### config.mk
export PLATFORM = sky130hd
export DESIGN_NAME = instr_fetch_queue
export DESIGN_NICKNAME = d
export VERILOG_FILES = /design/src/rtl/fetch_pkg.sv /design/src/rtl/fetch_fifo.sv /design/src/rtl/instr_fetch_queue.sv
export SDC_FILE = /design/constraint.sdc
export NUM_CORES = 1
export LEC_CHECK = 0
export ABC_AREA = 1
export BUFFER_PORTS_ARGS = -buffer_cell sky130_fd_sc_hd__buf_2
export CAP_MARGIN = 30
export CORE_MARGIN = 5
export CORE_UTILIZATION = 49
export CTS_BUF_LIST = sky130_fd_sc_hd__clkbuf_8
export DETAILED_ROUTE_END_ITERATION = 16
export GPL_TIMING_DRIVEN = 0
export PLACE_DENSITY = 0.73
export SYNTH_ARGS = -nofsm -noshare
export SYNTH_HDL_FRONTEND = slang
export SYNTH_SLANG_ARGS = --single-unit
### constraint.sdc
create_clock -name CLK -period 6.1 [get_ports CLK]
set_clock_uncertainty 0.15 [all_clocks]
set_input_delay 0.61 -clock CLK [delete_from_list [all_inputs] [get_ports CLK]]
set_output_delay 0.61 -clock CLK [all_outputs]
set_load 0.02 [all_outputs]
### src/rtl/fetch_pkg.sv
// Shared types and constants for the instruction fetch front end.
package fetch_pkg;

  typedef enum logic [1:0] {
    BOOT  = 2'd0,
    RUN   = 2'd1,
    WAIT  = 2'd2,
    DRAIN = 2'd3
  } fetch_state_e;

  localparam int unsigned PC_INC   = 4;
  localparam int unsigned RESET_PC = 0;

endpackage

### src/rtl/fetch_fifo.sv
// Flushable FIFO of {pc, instr} entries with a registered head; valid rises
// the cycle after the first push into an empty queue.
module fetch_fifo
  import fetch_pkg::*;
#(
  parameter int DEPTH = 4,
  parameter int W     = 64
) (
  input  logic                   clk_i,
  input  logic                   rst_ni,
  input  logic                   push_i,
  input  logic [W-1:0]           push_data_i,
  input  logic                   pop_i,
  input  logic                   flush_i,
  output logic [$clog2(DEPTH):0] count_o,
  output logic                   valid_o,
  output logic [W-1:0]           head_o
);

  localparam int PW = $clog2(DEPTH);
  localparam int CW = PW + 1;
  localparam logic [CW-1:0] FULL_CNT = CW'(DEPTH);

  logic [W-1:0]  mem_q [DEPTH];
  logic [PW-1:0] wr_ptr_q, wr_ptr_d;
  logic [PW-1:0] rd_ptr_q, rd_ptr_d;
  logic [CW-1:0] count_q, count_d;
  logic [CW-1:0] remain;
  logic          valid_q, valid_d;
  logic [W-1:0]  head_q, head_d;
  logic          do_push, do_pop;

  assign do_pop  = pop_i && (count_q != '0) && !flush_i;
  assign do_push = push_i && !flush_i && ((count_q != FULL_CNT) || do_pop);

  always_comb begin
    wr_ptr_d = wr_ptr_q;
    rd_ptr_d = rd_ptr_q;
    count_d  = count_q;
    remain   = count_q - CW'(do_pop);
    if (flush_i) begin
      wr_ptr_d = '0;
      rd_ptr_d = '0;
      count_d  = '0;
      remain   = '0;
    end else begin
      if (do_push) wr_ptr_d = wr_ptr_q + PW'(1);
      if (do_pop)  rd_ptr_d = rd_ptr_q + PW'(1);
      count_d = remain + CW'(do_push);
    end
  end

  // The new head comes straight from the write port when the queue would
  // otherwise be empty, since storage is only updated at the clock edge.
  always_comb begin
    valid_d = (count_d != '0);
    head_d  = '0;
    if (valid_d) begin
      if (remain == '0) head_d = push_data_i;
      else              head_d = mem_q[rd_ptr_d];
    end
  end

  always_ff @(posedge clk_i or negedge rst_ni) begin
    if (!rst_ni) begin
      wr_ptr_q <= '0;
      rd_ptr_q <= '0;
      count_q  <= '0;
      valid_q  <= 1'b0;
      head_q   <= '0;
    end else begin
      wr_ptr_q <= wr_ptr_d;
      rd_ptr_q <= rd_ptr_d;
      count_q  <= count_d;
      valid_q  <= valid_d;
      head_q   <= head_d;
    end
  end

  always_ff @(posedge clk_i) begin
    if (do_push) mem_q[wr_ptr_q] <= push_data_i;
  end

  assign count_o = count_q;
  assign valid_o = valid_q;
  assign head_o  = head_q;

endmodule

### src/rtl/instr_fetch_queue.sv
// Sequential instruction fetcher with one outstanding memory read and a small
// prefetch FIFO. Define FETCH_STATS_EN to build the fetch/flush statistics.
module instr_fetch_queue
  import fetch_pkg::*;
#(
  parameter int DEPTH = 4,
  parameter int AW    = 32,
  parameter int DW    = 32
) (
  input  logic          CLK,
  input  logic          RESET,
  input  logic [AW-1:0] start_pc,
  output logic          mem_req,
  output logic [AW-1:0] mem_addr,
  input  logic          mem_ack,
  input  logic [DW-1:0] mem_rdata,
  output logic          instr_valid,
  output logic [DW-1:0] instr,
  output logic [AW-1:0] instr_pc,
  input  logic          instr_ready,
  input  logic          redirect,
  input  logic [AW-1:0] redirect_pc,
  output logic [31:0]   stat_fetched,
  output logic [15:0]   stat_flushed
);

  localparam int CW = $clog2(DEPTH) + 1;
  localparam logic [CW-1:0] FULL_CNT = CW'(DEPTH);

  fetch_state_e  state_q, state_d;
  logic [AW-1:0] fetch_pc_q, fetch_pc_d;
  logic          mem_req_q;

  logic             fifo_push, fifo_pop, fifo_flush;
  logic [AW+DW-1:0] fifo_wdata, fifo_head;
  logic [CW-1:0]    fifo_count;
  logic             fifo_valid;
  logic             credit;
  logic             redirect_live;

  // Requests are only issued from RUN, where nothing is outstanding, so the
  // credit test reduces to the FIFO occupancy alone.
  assign credit        = (fifo_count < FULL_CNT);
  assign redirect_live = redirect && (state_q != BOOT);
  assign fifo_wdata    = {fetch_pc_q, mem_rdata};

  always_comb begin
    state_d    = state_q;
    fetch_pc_d = fetch_pc_q;
    fifo_push  = 1'b0;
    fifo_flush = 1'b0;
    fifo_pop   = fifo_valid && instr_ready;
    case (state_q)
      BOOT: begin
        fetch_pc_d = start_pc;
        fifo_pop   = 1'b0;
        state_d    = RUN;
      end
      RUN: begin
        if (redirect) begin
          fifo_flush = 1'b1;
          fifo_pop   = 1'b0;
          fetch_pc_d = redirect_pc;
        end else if (credit) begin
          state_d = WAIT;
        end
      end
      WAIT: begin
        if (redirect) begin
          fifo_flush = 1'b1;
          fifo_pop   = 1'b0;
          fetch_pc_d = redirect_pc;
          state_d    = mem_ack ? RUN : DRAIN;
        end else if (mem_ack) begin
          fifo_push  = 1'b1;
          fetch_pc_d = fetch_pc_q + AW'(PC_INC);
          state_d    = RUN;
        end
      end
      DRAIN: begin
        if (redirect) begin
          fifo_flush = 1'b1;
          fifo_pop   = 1'b0;
          fetch_pc_d = redirect_pc;
        end
        if (mem_ack) state_d = RUN;
      end
      default: state_d = BOOT;
    endcase
  end

  always_ff @(posedge CLK or negedge RESET) begin
    if (!RESET) begin
      state_q    <= BOOT;
      fetch_pc_q <= AW'(RESET_PC);
      mem_req_q  <= 1'b0;
    end else begin
      state_q    <= state_d;
      fetch_pc_q <= fetch_pc_d;
      mem_req_q  <= (state_d == WAIT);
    end
  end

  fetch_fifo #(
    .DEPTH (DEPTH),
    .W     (AW + DW)
  ) u_fifo (
    .clk_i       (CLK),
    .rst_ni      (RESET),
    .push_i      (fifo_push),
    .push_data_i (fifo_wdata),
    .pop_i       (fifo_pop),
    .flush_i     (fifo_flush),
    .count_o     (fifo_count),
    .valid_o     (fifo_valid),
    .head_o      (fifo_head)
  );

  assign mem_req     = mem_req_q;
  assign mem_addr    = fetch_pc_q;
  assign instr_valid = fifo_valid;
  assign instr       = fifo_head[DW-1:0];
  assign instr_pc    = fifo_head[AW+DW-1:DW];

`ifdef FETCH_STATS_EN
  function automatic logic [15:0] sat_add16(input logic [15:0] a, input logic [15:0] b);
    logic [16:0] sum;
    sum = {1'b0, a} + {1'b0, b};
    return sum[16] ? 16'hFFFF : sum[15:0];
  endfunction

  logic [31:0] fetched_q;
  logic [15:0] flushed_q;
  logic [15:0] flush_inc;

  // A redirect taken in WAIT always costs the in-flight response as well.
  assign flush_inc = 16'(fifo_count) + 16'(state_q == WAIT);

  always_ff @(posedge CLK or negedge RESET) begin
    if (!RESET) begin
      fetched_q <= '0;
      flushed_q <= '0;
    end else begin
      if (fifo_push)     fetched_q <= fetched_q + 32'd1;
      if (redirect_live) flushed_q <= sat_add16(flushed_q, flush_inc);
    end
  end

  assign stat_fetched = fetched_q;
  assign stat_flushed = flushed_q;
`else
  assign stat_fetched = 32'd0;
  assign stat_flushed = 16'd0;
`endif

endmodule

=== Yosys cells after proc, flatten, opt, wreduce, memory -nomap -nowiden ===
Memory sizes are Yosys's and may differ from the RTL's.
Cells that the tools add are included.

* Bits in registers: 107
* Bits in writable memories: 256
* Bits of input ports: 101
* Word-level logic and storage cells: 64
* Memories: 1

{| class="wikitable"
|+ Memory list
! memory !! depth !! width !! rd ports !! clocked after memory_dff !! wr ports !! line !! source
|-
| u_fifo.mem_q || 4 || 64 || 1 || 0 || 1 || fetch_fifo.sv:24 || <nowiki>logic [W-1:0] mem_q [DEPTH];</nowiki>
|}

* Add/sub/neg operators: 5
* Magnitude comparators: 1
* Equal/unequal tests: 7
* Multiplexer cells: 27
* Reductions and logical operators: 15

{| class="wikitable"
|+ Operator list
! operator !! number
|-
| 2-to-1 mux 64 bit || 2
|-
| 2-to-1 mux 32 bit || 3
|-
| case mux 32 bit (3 select lines) || 1
|-
| adder 32 x 3 -> 32 bit (second input constant) || 1
|-
| 2-to-1 mux 2 bit || 9
|-
| 2-to-1 mux 1 bit || 8
|-
| case mux 2 bit (4 select lines) || 1
|-
| equality test 2 bit (second input constant) || 3
|-
| 2-to-1 mux 3 bit || 2
|-
| != test 3 bit (second input constant) || 2
|-
| nonzero test 3 bit || 2
|-
| logical AND 1 bit || 5
|-
| adder 2 x 1 -> 2 bit (second input constant) || 2
|-
| adder 3 x 1 -> 3 bit || 1
|-
| zero test 3 bit || 1
|-
| less-than comparator 3 bit (second input constant) || 1
|-
| OR reduction 3 bit || 1
|-
| subtractor 3 x 1 -> 3 bit || 1
|-
| equality test 2 x 1 -> 1 bit (second input constant) || 1
|-
| zero test 2 bit || 1
|-
| != test 2 x 1 -> 1 bit (second input constant) || 1
|-
| case mux 1 bit (2 select lines) || 1
|-
| AND reduction 2 bit || 1
|-
| nonzero test 2 bit || 1
|-
| 3 further kinds || 3
|}

=== Logic depth before layout (Yosys ltp) ===
Gate-level depths: netlist of the first run.

* Word-level depth: 11
* Depth in mapped cells: 19
* Mapped depth without buffers: 16

=== By module ===
From an unflattened synthesis of the first run, not the netlist that was laid out.

* Cell total of the unflattened synthesis: 1894
* Area total of the unflattened synthesis: 17523.1 um^2

{| class="wikitable"
|+ By module, submodules not included
! module !! times used !! cells an instance !! area each (um^2) !! seq. area each (um^2)
|-
| fetch_fifo || 1 || 1366 || 14144.8 || 9489.1
|-
| instr_fetch_queue || 1 || 528 || 3378.2 || 875.8
|}

=== Least setup slack after synthesis of the first run ===
Ideal clock, no wire load.

* Path type: in2reg
* Start: input instr_ready
* End: memory u_fifo.mem_q[0][0], enable pin
* Arrival: 3.841 ns
* Required time: 5.463 ns
* Setup slack: 1.623 ns
* Stages: 6
* Path buffers: 0
* Path through: nand2_1 -> nor2_1 -> nand3_2 -> nand4_1 -> nand4_1 -> nor2_1

* Word-level cells in the longest chain between the ends: 9

{| class="wikitable"
|+ RTL lines
! element !! line !! source
|-
| start, declared || instr_fetch_queue.sv:20 || <nowiki>input logic instr_ready,</nowiki>
|-
| logical AND 1 bit || instr_fetch_queue.sv:52 || <nowiki>fifo_pop = fifo_valid && instr_ready;</nowiki>
|-
| 2-to-1 mux 1 bit || instr_fetch_queue.sv:60, instr_fetch_queue.sv:69, instr_fetch_queue.sv:81 ||
|-
| case mux 1 bit (2 select lines) || instr_fetch_queue.sv:53 || <nowiki>case (state_q)</nowiki>
|-
| logical AND 1 bit (2 in series) || fetch_fifo.sv:33 || <nowiki>assign do_pop = pop_i && (count_q != '0) && !flush_i;</nowiki>
|-
| logical OR 1 bit || fetch_fifo.sv:34 || <nowiki>assign do_push = push_i && !flush_i && ((count_q != FULL_CNT) || do_pop);</nowiki>
|-
| logical AND 1 bit || fetch_fifo.sv:34 ||
|-
| 2-to-1 mux 1 bit || fetch_fifo.sv:81 || <nowiki>if (do_push) mem_q[wr_ptr_q] <= push_data_i;</nowiki>
|-
| 2-to-1 mux 1 bit (not written as such) || fetch_fifo.sv:81 ||
|-
| end, declared || fetch_fifo.sv:24 ||
|}

Every way passes these cells.

=== Worst setup path after layout of the first run ===
* Start: register state_q[1]
* End: register u_fifo.head_q[44], in the netlist u_fifo.head_o[44]

* Word-level cells in the longest chain between the ends: 11

{| class="wikitable"
|+ RTL lines
! element !! line !! source
|-
| start, declared || instr_fetch_queue.sv:30 || <nowiki>fetch_state_e state_q, state_d;</nowiki>
|-
| start signal, assigned || instr_fetch_queue.sv:98 || <nowiki>state_q <= state_d;</nowiki>
|-
| branches (longest 10 deep; another with subtractor 3 x 1 -> 3 bit) || n/a ||
|-
| 2-to-1 mux 64 bit * || fetch_fifo.sv:58 || <nowiki>if (valid_d) begin</nowiki>
|-
| net u_fifo.head_d[44] || fetch_fifo.sv:30 || <nowiki>logic [W-1:0] head_q, head_d;</nowiki>
|-
| end signal, assigned || fetch_fifo.sv:70 || <nowiki>head_q <= '0;</nowiki>
|-
| end signal, assigned || fetch_fifo.sv:76 || <nowiki>head_q <= head_d;</nowiki>
|-
| end, declared || fetch_fifo.sv:30 ||
|}

Mark *: on every way through the listed nets, which the timed path passes.
A chain may end at the register's enable or synchronous reset.

==> impl_metrics.env, run 1 <==
export IMPL_first_global_vias=13500
export IMPL_ys_dominant_reg_cell="edfxtp_1"
export IMPL_syn_area_um2=17500
export IMPL_worstSetupEndpointType="flop"
export IMPL_power_frac_seq=0.513
export IMPL_crit_chain="inv_1, nor2_1, nand4_1, inv_1, ha_1, ha_1, inv_1, or2_1, nand3_1, nand2_1, buf_4, buf_2, o21ai_0, inv_1, nand2_1, inv_1"
export IMPL_antenna_left=0
export IMPL_yosys_top_cells_count="inv_1, nand2_1, nand3_1"
export IMPL_slew_headroom=0.473
export IMPL_cts_repair_resized=0
export IMPL_coreArea_um2=35400
export IMPL_rsz0062_at_grt="no"
export IMPL_path_common_cell="inv_1"
export IMPL_arrival_ns=3.89
export IMPL_ys_ff_latch=363
export IMPL_syn_instance_count=1870
export IMPL_drt_first_iter_violations=1095
export IMPL_cts_buffers=58
export IMPL_power_share_clock=0.334
export IMPL_area_growth_pct=18.1
export IMPL_rows=69
export IMPL_ir_drop_mv=0.182
export IMPL_dpl_hpwl_um=31400
export IMPL_synth_most_common_cell="inv_1"
export IMPL_cp_required_ns=6.44
export IMPL_hold_violations=0
export IMPL_yosys_top_cells_area="edfxtp_1, dfrtp_1, nand3_1"
export IMPL_grtUsageTotal=0.231
export IMPL_drc_errors=0
export IMPL_grt_overflow=0
export IMPL_setup_tns_final_ns=0
export IMPL_path_class="flop to flop"
export IMPL_die_h_um=199
export IMPL_leakagePower_nw=10.4
export IMPL_vias=13600
export IMPL_synth_top_cell_area_share=0.440
export IMPL_worst_path_buf_inv=7
export IMPL_wire_per_inst_um=17.0
export IMPL_p_switching_mw=1.83
export IMPL_period_needed_ns=3.55
export IMPL_holdWs_ns=0.0697
export IMPL_htreeDepth=2
export IMPL_worst_path_max_delay_cell="nand4_1"
export IMPL_cts_clk_slew_worst_paths_ns=0.06
export IMPL_clock_sinks=363
export IMPL_critical_path_peak_fanout=10
export IMPL_fmax_ghz=0.282
export IMPL_io_pins=247
export IMPL_ys_warn_count=0
export IMPL_initial_core_util=0.493
export IMPL_finalCritPeriodShare=0.582
export IMPL_drv_slew=0
export IMPL_port_buffers=198
export IMPL_seq_area_frac_synth=0.593
export IMPL_drive_above_1_share=0.194
export IMPL_clk_latency_ns=0.61
export IMPL_postSynthAreaPerCell_um2=9.34
export IMPL_dieArea_um2=39500
export IMPL_post_route_util=0.583
export IMPL_hp_class="primary input to flop"
export IMPL_p_per_area_nw_per_um2=296
export IMPL_cts_tree="yes"
export IMPL_swShare=0.300
export IMPL_synthArstFlopShare=0.295
export IMPL_worstMarginPinSlew_ns=0.790
export IMPL_clock_path_buffers=3
export IMPL_critical_path_top_delay_family="simple AND/OR/NAND/NOR gates"
export IMPL_critPathMaxStageDelay_ns=0.55
export IMPL_p_comb_frac=0.154
export IMPL_grt_pass1_wl_um=71900
export IMPL_place_gp_congestion=0.918
export IMPL_vias_per_cell=5.06
export IMPL_antenna_found_initial=0
export IMPL_p_int_mw=4.27
export IMPL_die_x_um=199
export IMPL_start_kind="flop"
export IMPL_setup_violations=0
export IMPL_grt_max_degree=85
export IMPL_status="finished, final reports clean"
export IMPL_dr_pass1_iters=5
export IMPL_maxCapViolCount=0
export IMPL_root_buffer="clkbuf_8"
export IMPL_synth_edff_count=256
export IMPL_ys_types=34
export IMPL_num_antenna_cells=0
export IMPL_nFillCells=3134
export IMPL_yosys_area_top_type="edfxtp_1"
export IMPL_final_nets=2295
export IMPL_wl_um=45800
-- layout make-up --
cell class | instances | area, µm² | share of cell area
sequential | 363 | 10400 | 0.502
clock inverter | 41 | 218 | 0.0106
buffer | 145 | 853 | 0.0414
inverter | 361 | 1360 | 0.0657
tap | 461 | 577 | 0.0280
multi-input combinational | 1048 | 5100 | 0.247
clock buffer | 69 | 950 | 0.0460
timing repair buffer | 208 | 1210 | 0.0587
-- worst reg2reg max path, stage by stage (launching register included) --
cell	delay [ns]
dfrtp_1	0.46
inv_1	0.08
nor2_1	0.48
nand4_1	0.55
inv_1	0.27
ha_1	0.18
ha_1	0.14
inv_1	0.04
or2_1	0.21
nand3_1	0.08
nand2_1	0.07
buf_4	0.20
buf_2	0.21
o21ai_0	0.09
inv_1	0.06
nand2_1	0.12
inv_1	0.06
-- path summary, 6_finish.rpt --
path,slack [ns],start,end,depth (start not counted)
min in group asynchronous,0.28,RESET,u_fifo.head_o[25],2
hold reg to reg,0.49,u_fifo.mem_q[2][11],u_fifo.head_o[11],6
hold / removal,0.07,redirect_pc[1],mem_addr[1],3
max in group asynchronous,4.80,RESET,mem_addr[27],3
setup / recovery,2.55,state_q[1],u_fifo.head_o[44],16
setup reg to reg,2.55,state_q[1],u_fifo.head_o[44],16
-- state kept, by name, summed over array words and instances, names as in the netlist --
register,count
mem_req,1
state_q,2
mem_addr,32
u_fifo.valid_o,1
u_fifo.mem_q,256
u_fifo.rd_ptr_q,2
u_fifo.wr_ptr_q,2
u_fifo.head_o,64
u_fifo.count_o,3
-- per-stage QoR --
step	total power, mW	setup slack, ns	std cells	area (µm²)
floorplan	3.67	1.62	1917	17600
global placement	4.08	-0.708	2576	19200
detailed placement	4.11	2.49	2585	19500
CTS	6.15	2.57	2696	20600
global route	6.40	2.35	2696	20600
finish	6.11	2.55	2696	20600
-- cells by family (layout without fill, tap and decap cells) --
| kind of cell | after synthesis | in the layout | synth area share |
|---|---|---|---|
| AND/OR/NAND/NOR | 838 | 838 | 0.220 |
| XOR/XNOR | 10 | 10 | 0.00501 |
| other | 1 | 48 | 0.000215 |
| adder cells (fa/ha/maj) | 9 | 9 | 0.00645 |
| flip-flops | 363 | 363 | 0.593 |
| AO/OA/AOI/OAI | 143 | 143 | 0.0486 |
| buffers and inverters | 506 | 824 | 0.126 |
-- timing repair --
item	4_1_cts	5_1_grt
hold buffers	1	0
hold endpoints to repair	23	0
setup buffers	0	0
-- per-layer routing --
layer | global-route usage | part of all wire | vias up
met5 | 0 | 0 | -
met4 | 0.0707 | 0.026 | 0
met1 | 0.305 | 0.40 | 6355
li1 | - | - | 6612
met2 | 0.395 | 0.49 | 579
met3 | 0.0373 | 0.080 | 94
-- power groups by stage --
stage | Combinational (mW) | Clock, mW | Sequential [mW]
after floorplan | 0.482 | 0 | 3.18
after global placement | 0.910 | 0 | 3.17
after detailed placement | 0.930 | 0 | 3.18
after CTS | 0.936 | 2.09 | 3.13
after global routing | 1.04 | 2.20 | 3.16
final | 0.938 | 2.04 | 3.13
-- cell usage in the layout, fill, tap and decap left out, types with 19 or more instances in the layout --
cell type / netlist / final
nor2_1: 140 / 136
nand2_1: 327 / 327
a21oi_1: 23 / 23
clkbuf_8: 0 / 69
a221oi_1: 26 / 26
o21ai_0: 54 / 54
o21ai_1: 26 / 26
clkbuf_1: 19 / 19
nand3b_1: 77 / 77
inv_1: 347 / 377
conb_1: 1 / 48
buf_4: 58 / 58
nand3_1: 283 / 283
dfrtp_1: 107 / 107
buf_2: 66 / 263
edfxtp_1: 256 / 256
No activity file was read; power rests on OpenSTA's default activity.
==> run 2: changes to the inputs <==
==> constraint.sdc (replaced) <==
create_clock -name CLK -period 3.56 [get_ports CLK]
set_clock_uncertainty 0.15 [all_clocks]
set_input_delay 0.356 -clock CLK [delete_from_list [all_inputs] [get_ports CLK]]
set_output_delay 0.356 -clock CLK [all_outputs]
set_load 0.02 [all_outputs]
==> run 2 against run 1 <==
Compared with the run above:
- final area increased by 5.6%
- critical path type unchanged
- final cell count increased by 4.3%
- sequential cell count unchanged
- critical path depth decreased by 7
- clock power increased by 72%
- largest cell class unchanged
- die area unchanged
- non-clock buffer count increased by 116
- count of clock-buffer cells in the layout unchanged
- worst hold slack got worse by 0.026 ns
- combinational power increased by 100%
- maximum frequency increased by 9.9%
- sequential share of layout area decreased by 2.7 points
- critical endpoint is now mem_addr[28]
==> impl_metrics.env, run 2 (synthesis gave the netlist of run 1 again) <==
export IMPL_wire_per_inst_um=16.7
export IMPL_start_kind="flop"
export IMPL_worstMarginPinSlew_ns=0.799
export IMPL_pre_cts_ws_ns=0.0444
export IMPL_num_antenna_cells=0
export IMPL_setup_tns_final_ns=0
export IMPL_fmax_ghz=0.310
export IMPL_register_area_um2=10400
export IMPL_p_per_area_nw_per_um2=494
export IMPL_antenna_found_initial=0
export IMPL_antenna_left=0
export IMPL_post_route_util=0.616
export IMPL_area_growth_pct=24.7
export IMPL_drt_first_iter_violations=1017
export IMPL_cp_required_ns=3.93
export IMPL_htreeDepth=2
export IMPL_layout_commonest_cell="inv_1"
export IMPL_multi_input_area_um2=5100
export IMPL_hp_class="primary input to flop"
export IMPL_clock_sinks=363
export IMPL_path_class="flop to flop"
export IMPL_cts_tree="yes"
export IMPL_grt_overflow=0
export IMPL_clk_latency_ns=0.60
export IMPL_root_buffer="clkbuf_8"
export IMPL_dpl_hpwl_um=31400
export IMPL_dr_pass1_iters=8
export IMPL_critical_path_peak_fanout=10
export IMPL_wl_um=47000
export IMPL_dieArea_um2=39500
export IMPL_clock_path_buffers=3
export IMPL_grt_max_degree=85
export IMPL_dp_cells=2585
export IMPL_holdWs_ns=0.0440
export IMPL_rsz0062_at_grt="no"
export IMPL_slew_headroom=0.467
export IMPL_hold_violations=0
export IMPL_largest_register_ffs=256
export IMPL_leakagePower_nw=10.9
export IMPL_grtUsageTotal=0.236
export IMPL_grt_pass1_wl_um=73900
export IMPL_final_cell_mix="inv_1, nand2_1, nand3_1"
export IMPL_io_pins=247
export IMPL_worstSetupEndpointType="flop"
export IMPL_drv_slew=0
export IMPL_maxCapViolCount=0
export IMPL_die_h_um=199
export IMPL_period_needed_ns=3.23
export IMPL_final_cells=2812
export IMPL_first_global_vias=14100
export IMPL_ir_drop_mv=0.351
export IMPL_setup_violations=0
export IMPL_nFillCells=3004
export IMPL_placed_cell_area_um2=19500
export IMPL_final_nets=2411
export IMPL_status="finished, final reports clean"
export IMPL_cts_buffers=58
export IMPL_rows=69
export IMPL_port_buffers=198
export IMPL_drive_above_1_share=0.185
export IMPL_design_area_um2=21800
export IMPL_initial_core_util=0.493
export IMPL_cts_clk_slew_worst_paths_ns=0.06
export IMPL_finalPower_mw=10.8
export IMPL_worst_slack_ns=0.331
export IMPL_place_gp_congestion=0.918
export IMPL_die_x_um=199
export IMPL_finalCritPeriodShare=0.907
export IMPL_vias_per_cell=5.03
export IMPL_coreArea_um2=35400
export IMPL_top_register="u_fifo.mem_q"
export IMPL_drc_errors=0
export IMPL_arrival_ns=3.60
export IMPL_vias=14100
run 2: layer usage:
metal  wire length (µm)  GRT usage
met4               1280     0.0762
met5                  0          0
met1              18600      0.304
met3               3810     0.0362
met2              23300      0.413
run 2: layout make-up:
type                    instances  share of cell area
clock buffers                  69              0.0436
inverters                     361              0.0622
clock inverters                41             0.00999
multi-input cells            1048               0.234
well taps                     461              0.0265
repair buffers                324               0.109
plain buffers                 145              0.0392
flip-flops and latches        363               0.476
run 2: critical path: stages (launching register included):
cell and delay (ns):
dfrtp_1 0.46, inv_1 0.08, nor2_1 0.45, nand2_1 0.14, nand2_1 0.20, buf_2 0.27, a221oi_1 0.08, dlygate4sd3_1 0.60
a21oi_1 0.15, dlygate4sd3_1 0.56
run 2: path summary, 6_finish.rpt:
path | start | endpoint | slack, ns | cells past startpoint
max | state_q[1] | mem_addr[28] | 0.33 | 9
max in group asynchronous | RESET | u_fifo.head_o[31] | 1.45 | 4
max reg2reg | state_q[1] | mem_addr[28] | 0.33 | 9
min | redirect_pc[21] | mem_addr[21] | 0.04 | 5
min reg2reg | mem_addr[1] | u_fifo.mem_q[2][33] | 0.48 | 0
min in group asynchronous | RESET | u_fifo.head_o[44] | 0.53 | 3
run 2: report_power, final:
part	leakage, nW	switching [mW]	internal, mW
Sequential	3.70	0.487	4.88
Clock	0.713	1.60	1.90
Combinational	6.45	1.12	0.781
Total	10.9	3.20	7.56
run 2: timing repair:
| item | CTS | global route |
|---|---|---|
| setup endpoints to repair | 0 | 59 |
| hold endpoints to repair | 296 | 0 |
| setup buffers | 0 | 1 |
| hold buffers | 116 | 0 |
| resized for setup | 0 | 2 |
